===== src/rtl/oam_pkg.sv =====
// Shared constants for the PPU OAM slave: register decode values, the
// attribute-byte read mask and the address step applied while rendering.
package oam_pkg;

  localparam logic [2:0] PPU_REG_WIN    = 3'b001;
  localparam logic [2:0] REG_OAMADDR    = 3'd3;
  localparam logic [2:0] REG_OAMDATA    = 3'd4;
  localparam logic [7:0] OAM_ATTR_MASK  = 8'hE3;
  localparam logic [7:0] OAM_RENDER_INC = 8'd4;

  // Byte 2 of each sprite is the attribute byte; bits 2-4 do not exist.
  function automatic logic [7:0] read_mask(input logic [1:0] byte_sel);
    return (byte_sel == 2'b10) ? OAM_ATTR_MASK : 8'hFF;
  endfunction

endpackage


===== src/rtl/oam_ram.sv =====
// 256x8 simple dual-port OAM storage: port A writes and reads for the CPU/DMA
// side, port B reads for sprite evaluation. Reads return the pre-write byte.
module oam_ram #(
  parameter int AW = 8
) (
  input  logic          clk,
  input  logic          rst,
  input  logic          a_we,
  input  logic          a_re,
  input  logic [AW-1:0] a_addr,
  input  logic [7:0]    a_wdata,
  output logic [7:0]    a_rdata,
  input  logic [AW-1:0] b_addr,
  output logic [7:0]    b_rdata
);

  logic [7:0] mem [0:(1<<AW)-1];

  // Storage is deliberately not reset.
  always_ff @(posedge clk) begin
    if (a_we) mem[a_addr] <= a_wdata;
  end

  always_ff @(posedge clk or posedge rst) begin
    if (rst) begin
      a_rdata <= 8'h00;
      b_rdata <= 8'h00;
    end else begin
      if (a_re) a_rdata <= mem[a_addr];
      b_rdata <= mem[b_addr];
    end
  end

endmodule


===== src/rtl/oam_slave.sv =====
// PPU-side OAM register slave: decodes $2003/$2004 (all mirrors), owns OAMADDR
// with auto-increment, serves masked $2004 reads and the sprite-eval read port.
module oam_slave
  import oam_pkg::*;
#(
  parameter logic [15:0] PPU_REG_BASE = {PPU_REG_WIN, 13'h0000},
  parameter int          OAM_AW       = 8
) (
  input  logic              clk,
  input  logic              rst,
  input  logic [15:0]       address_in,
  input  logic [7:0]        data_in,
  input  logic              wr_en,
  input  logic              rd_en,
  input  logic              rendering,
  input  logic              oamaddr_clear,
  input  logic [OAM_AW-1:0] eval_addr,
  output logic [7:0]        data_out,
  output logic [7:0]        eval_data,
  output logic [OAM_AW-1:0] oam_addr
);

  // Bus strobes are single-cycle qualifiers with no back-pressure: an access
  // is accepted on the clk edge where its strobe is high; a write strobe
  // suppresses any read strobe in the same cycle.
  logic       sel;
  logic [2:0] reg_idx;
  logic       wr_addr_hit;
  logic       wr_data_hit;
  logic       rd_data_hit;
  logic       ram_we;
  logic [7:0] ram_rdata;
  logic [7:0] rd_mask;
  logic       unused_addr_bits;

  assign sel         = (address_in[15:13] == PPU_REG_BASE[15:13]);
  assign reg_idx     = address_in[2:0];
  assign wr_addr_hit = sel && wr_en && (reg_idx == REG_OAMADDR);
  assign wr_data_hit = sel && wr_en && (reg_idx == REG_OAMDATA);
  assign rd_data_hit = sel && rd_en && !wr_en && (reg_idx == REG_OAMDATA);
  assign unused_addr_bits = ^address_in[12:3];

  // Writes during rendering are dropped; reset also drops an in-flight write.
  assign ram_we = wr_data_hit && !rendering && !rst;

  always_ff @(posedge clk or posedge rst) begin
    if (rst) begin
      oam_addr <= '0;
    end else if (oamaddr_clear) begin
      oam_addr <= '0;
    end else if (wr_addr_hit) begin
      oam_addr <= data_in[OAM_AW-1:0];
    end else if (wr_data_hit) begin
      oam_addr <= oam_addr + OAM_AW'(rendering ? OAM_RENDER_INC : 8'd1);
    end
  end

  // The mask is captured with the read so data_out stays stable until the next read.
  always_ff @(posedge clk or posedge rst) begin
    if (rst) begin
      rd_mask <= 8'hFF;
    end else if (rd_data_hit) begin
      rd_mask <= read_mask(oam_addr[1:0]);
    end
  end

  assign data_out = ram_rdata & rd_mask;

  oam_ram #(
    .AW(OAM_AW)
  ) u_ram (
    .clk     (clk),
    .rst     (rst),
    .a_we    (ram_we),
    .a_re    (rd_data_hit),
    .a_addr  (oam_addr),
    .a_wdata (data_in),
    .a_rdata (ram_rdata),
    .b_addr  (eval_addr),
    .b_rdata (eval_data)
  );

endmodule


===== config.mk =====
export PLATFORM = sky130hd
export DESIGN_NAME = oam_slave
export DESIGN_NICKNAME = d
export VERILOG_FILES = /design/src/rtl/oam_pkg.sv /design/src/rtl/oam_ram.sv /design/src/rtl/oam_slave.sv
export SDC_FILE = /design/constraint.sdc
export NUM_CORES = 2
export LEC_CHECK = 0
export BUFFER_PORTS_ARGS = -buffer_cell sky130_fd_sc_hd__buf_2
export CAP_MARGIN = 20
export CORE_MARGIN = 2
export CORE_UTILIZATION = 55
export CTS_CLUSTER_DIAMETER = 80
export DETAILED_ROUTE_END_ITERATION = 8
export GPL_TIMING_DRIVEN = 0
export HOLD_SLACK_MARGIN = 0.08
export MAX_ROUTING_LAYER = met4
export PLACE_DENSITY = 0.71
export SETUP_SLACK_MARGIN = 0.1
export SLEW_MARGIN = 20
export SYNTH_ARGS = -nofsm -noshare
export SYNTH_HDL_FRONTEND = slang
export SYNTH_SLANG_ARGS = --single-unit
export TNS_END_PERCENT = 30

===== constraint.sdc =====
create_clock -name clk -period 3.9 [get_ports clk]
set_input_delay 0.39 -clock clk [delete_from_list [all_inputs] [get_ports clk]]
set_output_delay 0.39 -clock clk [all_outputs]
set_load 0.03 [all_outputs]

Word level (Yosys, flattened, before mapping)
Memories as Yosys holds them, arrays and structs flattened. A register that Yosys moved wholly into a read port is not among the register bits.
Cells that the tools add are included.
W data, S select, Z words.

storage, ports and cells
  register bits after elaboration = 16
  bits in writable memories = 2048
  output and inout port bits = 24
  logic and storage cells = 28
  memories = 1

cells by class
  add/subtract/negate cells = 1
  eq/ne operators = 4
  multiplexer cells = 7
  bitwise gates (word level) = 1
  reductions and logical operators = 12

memories
  memory     words  width  read ports  clocked after Yosys merged registers in  write ports  RTL line       text
  u_ram.mem  256    8      2           2                                        1            oam_ram.sv:17  logic [7:0] mem [0:(1<<AW)-1];

operator list
  kind                  number
  $mux W8               3
  $add A8 B3 Y8         1
  $and A8 B8 Y8         1
  $logic_and A1 B1 Y1   8
  $mux W5               1
  $eq A3 B1 Y1 const B  1
  $eq A3 B2 Y1 const B  1
  $eq A3 B3 Y1 const B  1
  $logic_not A1 Y1      3
  $mux W3               1
  $reduce_bool A3 Y1    1
  $eq A2 B2 Y1 const B  1
  $mux W1               2

Depth between registers and ports, before layout
  depth after elaboration = 7
  gate-level depth with buffers = 14

By module
A second synthesis with hierarchy kept.

second synthesis, totals
  cell total of the unflattened synthesis = 4910
  area total of the unflattened synthesis = 97192.0 um^2

by module, submodules not included
  module     instances  cells each  area each (um^2)  sequential area each (um^2)
  oam_ram    1          4830        96483.8           61899.4
  oam_slave  1          80          708.2             226.5

Worst setup path after synthesis
Ideal clock, no wire load.

  path kind = register to register
  from = reg oam_addr[1]
  to = mem u_ram.mem[146][0] (enable)
  setup time = 370 ps
  arrival = 2874 ps
  required time = 3530 ps
  slack = 656 ps
  cell stages (with the launch flop) = 11
  buffers on the path = 7
  period minus slack after synthesis = 3244 ps
  path through = dfrtp_1 -> buf_4 -> buf_4 -> buf_2 -> buf_4 -> buf_2 -> buf_2 -> nor3b_1 -> nand2_1 -> clkbuf_1 -> nor2_1

RTL lines
  what                      RTL line         text
  start: declaration        oam_slave.sv:20  output logic [OAM_AW-1:0] oam_addr
  start signal: assignment  oam_slave.sv:52  oam_addr <= data_in[OAM_AW-1:0];
  start signal: assignment  oam_slave.sv:54  oam_addr <= oam_addr + OAM_AW'(rendering ? OAM_RENDER_INC : 8'd1);
  end: declaration          oam_ram.sv:17

Straight into the memory's write port.

==> key figures <==
Worst setup path
  – CP max FO: 10
  – Worst path slowest cell: nor4b_1
  – Worst Path Buf+Inv: 3
  – Arrival @ worst endpoint: 4.89 ns
  – R2r setup slk: -0.25 ns
  – Worst setup path class: in -> reg
  – Startpoint types: input port
  – Top delay family on crit path: buffers and inverters
  – Slowest stage delay, CP: 0.85 ns
  – Crit. End Element: flop
  – Worst path cell trace: buf_2 -> clkbuf_2 -> buf_2 -> mux4_2 -> mux4_2 -> mux2i_1 -> a22oi_1 -> nand2_1 -> nor4b_1
  – CP Data Required Time: 4.60 ns

Floorplanning
  – Die ar.: 179,000 sq um
  – Row cnt: 153
  – # IOs: 62
  – Die height: 423 microns
  – Starting Density: 0.555
  – Chip width: 423 microns
  – Core Region: 174,000 sq um

Drt
  – 1st-pass router iterations: 9
  – DR vias/cell: 8.43
  – DRT Wirelength: 482,000 microns
  – Via count: 64,700
  – DRC viols: 1
  – Initial DRC count: 14,700
  – WL/cell: 62.8 microns
  – Post-DRT Antenna Nets: 0

Clocking
  – Clock-pin slew on the worst setup and hold paths: approximately 0.06 ns
  – CTS Buf Count: 211
  – H-tree lvl count: 4
  – Root buf cell: clkbuf_16
  – Clk sinks: 2,073
  – Clk buf depth: 3
  – CTS tree: built
  – Latest clock arrival within the worst-skew pair: 0.92 ns

Final layout
  – Area growth, synth to finish: 19.3%
  – Fraction of layout cells with a size suffix above 1: 0.466
  – Filler cells: 11,100
  – Nets: 5,156
  – Final cell count without fillers: 7,680
  – Final design utilization: 0.662
  – Commonest non-fill, non-tap cell in the layout: edfxtp_1
  – Most frequent cells in the layout: edfxtp_1 (2,048), mux4_2 (1,197), clkbuf_16 (221)

Placed design
  – # port buffers: 42
  – Placed insts: 7,024
  – Hpwl dp: roughly 340,000 microns
  – Placer congestion estimate: ~1.1

Logic synthesis
  – Cell taking the most area after synthesis: edfxtp_1
  – Post-Syn Area: 96,700 sq um
  – Syn Nets: 4,631
  – Synth top area cells: edfxtp_1 (64%), mux4_2 (28%), mux2i_1 (1.8%)
  – Yosys warnings: 0
  – Main synth FF type: edfxtp_1
  – Synth async-reset ratio: 0.0121
  – Synth unique cells: 60
  – Synth Register Bits: 2,073
  – Share of the synthesized area in the top cell type: 0.636
  – Syn avg cell area: 21.1 sq um
  – Register area share after synthesis: 0.643
  – Mapped Cells: 4,590
  – Post-synth EDFFs: 2,048

Outcome
  – Failing checks: DRC, setup timing
  – Status: finished with violations

STA
  – Hold Slack: 0.137 ns
  – Fin crit period: approximately 4.2 ns
  – Slew Viols, Final: 0
  – Final setup vio count: 237
  – PnR worst setup slack: -0.294 ns
  – Final Cycle Share: 1.08
  – Final Hold Viols: 0
  – Clock skew: slightly below 0.04 ns
  – Worst rel slew slack: 0.0595
  – RSZ-0062 raised after global routing: yes
  – F_max: 0.238 GHz
  – Tightest Pin Transition: 1.41 ns

Global routing
  – GR Overflow Total: 0
  – Vias in the first global route: roughly 59,000
  – Initial antenna violation count: 50
  – Maximum number of pins on one net before global-route repair: about 130
  – First-pass GRT wire length: 609,000 microns
  – Gr usage total: 0.559

Power
  – Peak VDD IR: 0.475 mV
  – Power per Cell Area: 422 nW/um^2
  – LEAKAGE: 35.0 nW

Min path
  – HP Class: in -> reg

Job
  – Max-cap violations: 0
-- sequential cells by signal (all words and copies together) (netlist names) --
signal / count
oam_addr: 8
rd_mask: 1
u_ram.b_rdata: 8
u_ram.mem: 2048
u_ram.a_rdata: 8
-- Yosys cell counts, types with 4 or more instances --
cell type and number:
a2111oi_0 4, nand2_1 76, nand3b_1 4, buf_6 8
a31oi_1 5, a221oi_1 5, and2_1 7, o21ai_0 16
a211oi_1 33, a22oi_1 56, nand4_1 16, o32a_1 4
buf_2 126, buf_4 50, nor3_1 22, edfxtp_1 2048
buf_1 31, nor3b_1 8, mux2i_1 171, nand3_1 40
inv_1 5, nor2b_1 43, nor4_1 10, mux4_2 1197
nor2_1 303, o22ai_1 13, nand2b_1 10, xor2_1 4
clkbuf_1 162, a21oi_1 27, o211ai_1 4, nor4b_1 7
o32ai_1 6, dfrtp_1 24
-- worst paths after layout --
| path | startpoint | end | depth (start not counted) |
|---|---|---|---|
| max | eval_addr[0] | u_ram.b_rdata[4] | 9 |
| min in group asynchronous | rst | oam_addr[0] | 4 |
| max in group asynchronous | rst | rd_mask[3] | 5 |
| min | address_in[2] | oam_addr[1] | 5 |
| max reg2reg | oam_addr[3] | u_ram.a_rdata[0] | 10 |
| min reg2reg | rd_mask[3] | rd_mask[3] | 2 |
-- tightest hold or removal path, delay by kind of cell --
kind	cells	cell delay [ns]
buf+inv	2	0.26
compound gates	1	0.08
simple gates	2	0.26
-- per-stage QoR --
stage	instance area, sq um	TNS (ns)	setup slack [ns]	total power [mW]
CTS	114000	-8.13	-0.136	48.1
floorplan	96700	0	0.656	26.4
global placement	99800	-8214.55	-4.55	28.0
finish	115000	-15.53	-0.294	48.7
global route	115000	-1.07	-0.126	49.0
detailed placement	102000	-5297.36	-3.47	28.1
-- cell type report --
cell class                      instances  area (sq um)  area share
Buffer                                380          3920      0.0340
Multi-Input combinational cell       2130         35000       0.303
Inverter                                7          31.3    0.000271
Timing Repair Buffer                  312          4450      0.0385
Clock buffer                          257          5520      0.0478
Antenna cell                           61           153     0.00132
Sequential cell                      2073         62100       0.538
Tap cell                             2325          2910      0.0252
Clock inverter                        135          1310      0.0113
-- metal layers --
layer	global-route usage	wire length [microns]	vias to the layer above
met1	0.646	147000	33800
met3	0.321	91600	2040
met2	0.703	191000	7631
met5	-	0	-
met4	0.445	52700	0
li1	-	-	21300
-- power breakdown --
part / switching, mW / total (mW) / internal, mW / leakage, nW
Clock: 9.39 / 20.7 / 11.3 / 3.31
Combinational: 2.29 / 3.41 / 1.12 / 13.0
Sequential: 0.0388 / 24.5 / 24.5 / 18.7
-- logic make-up after synthesis --
group,Yosys count,share of synthesized area
AO/OA/AOI/OAI,194,0.0143
flip-flops,2073,0.643
XOR/XNOR,6,0.000544
AND/OR/NAND/NOR,557,0.0259
multiplexers,1370,0.297
buffers and inverters,387,0.0196
adder cells (fa/ha/maj),3,0.000388
-- timing repair --
item / in CTS / in global routing
hold endpoints to repair: 241 / 0
hold buffers: 18 / 0
setup buffers: 104 / 79
setup endpoints to repair: 2072 / 1340
pin swaps: 64 / 16
gates resized for setup: 896 / 166
gates cloned: 0 / 2
(Power assumes the default switching activity.)
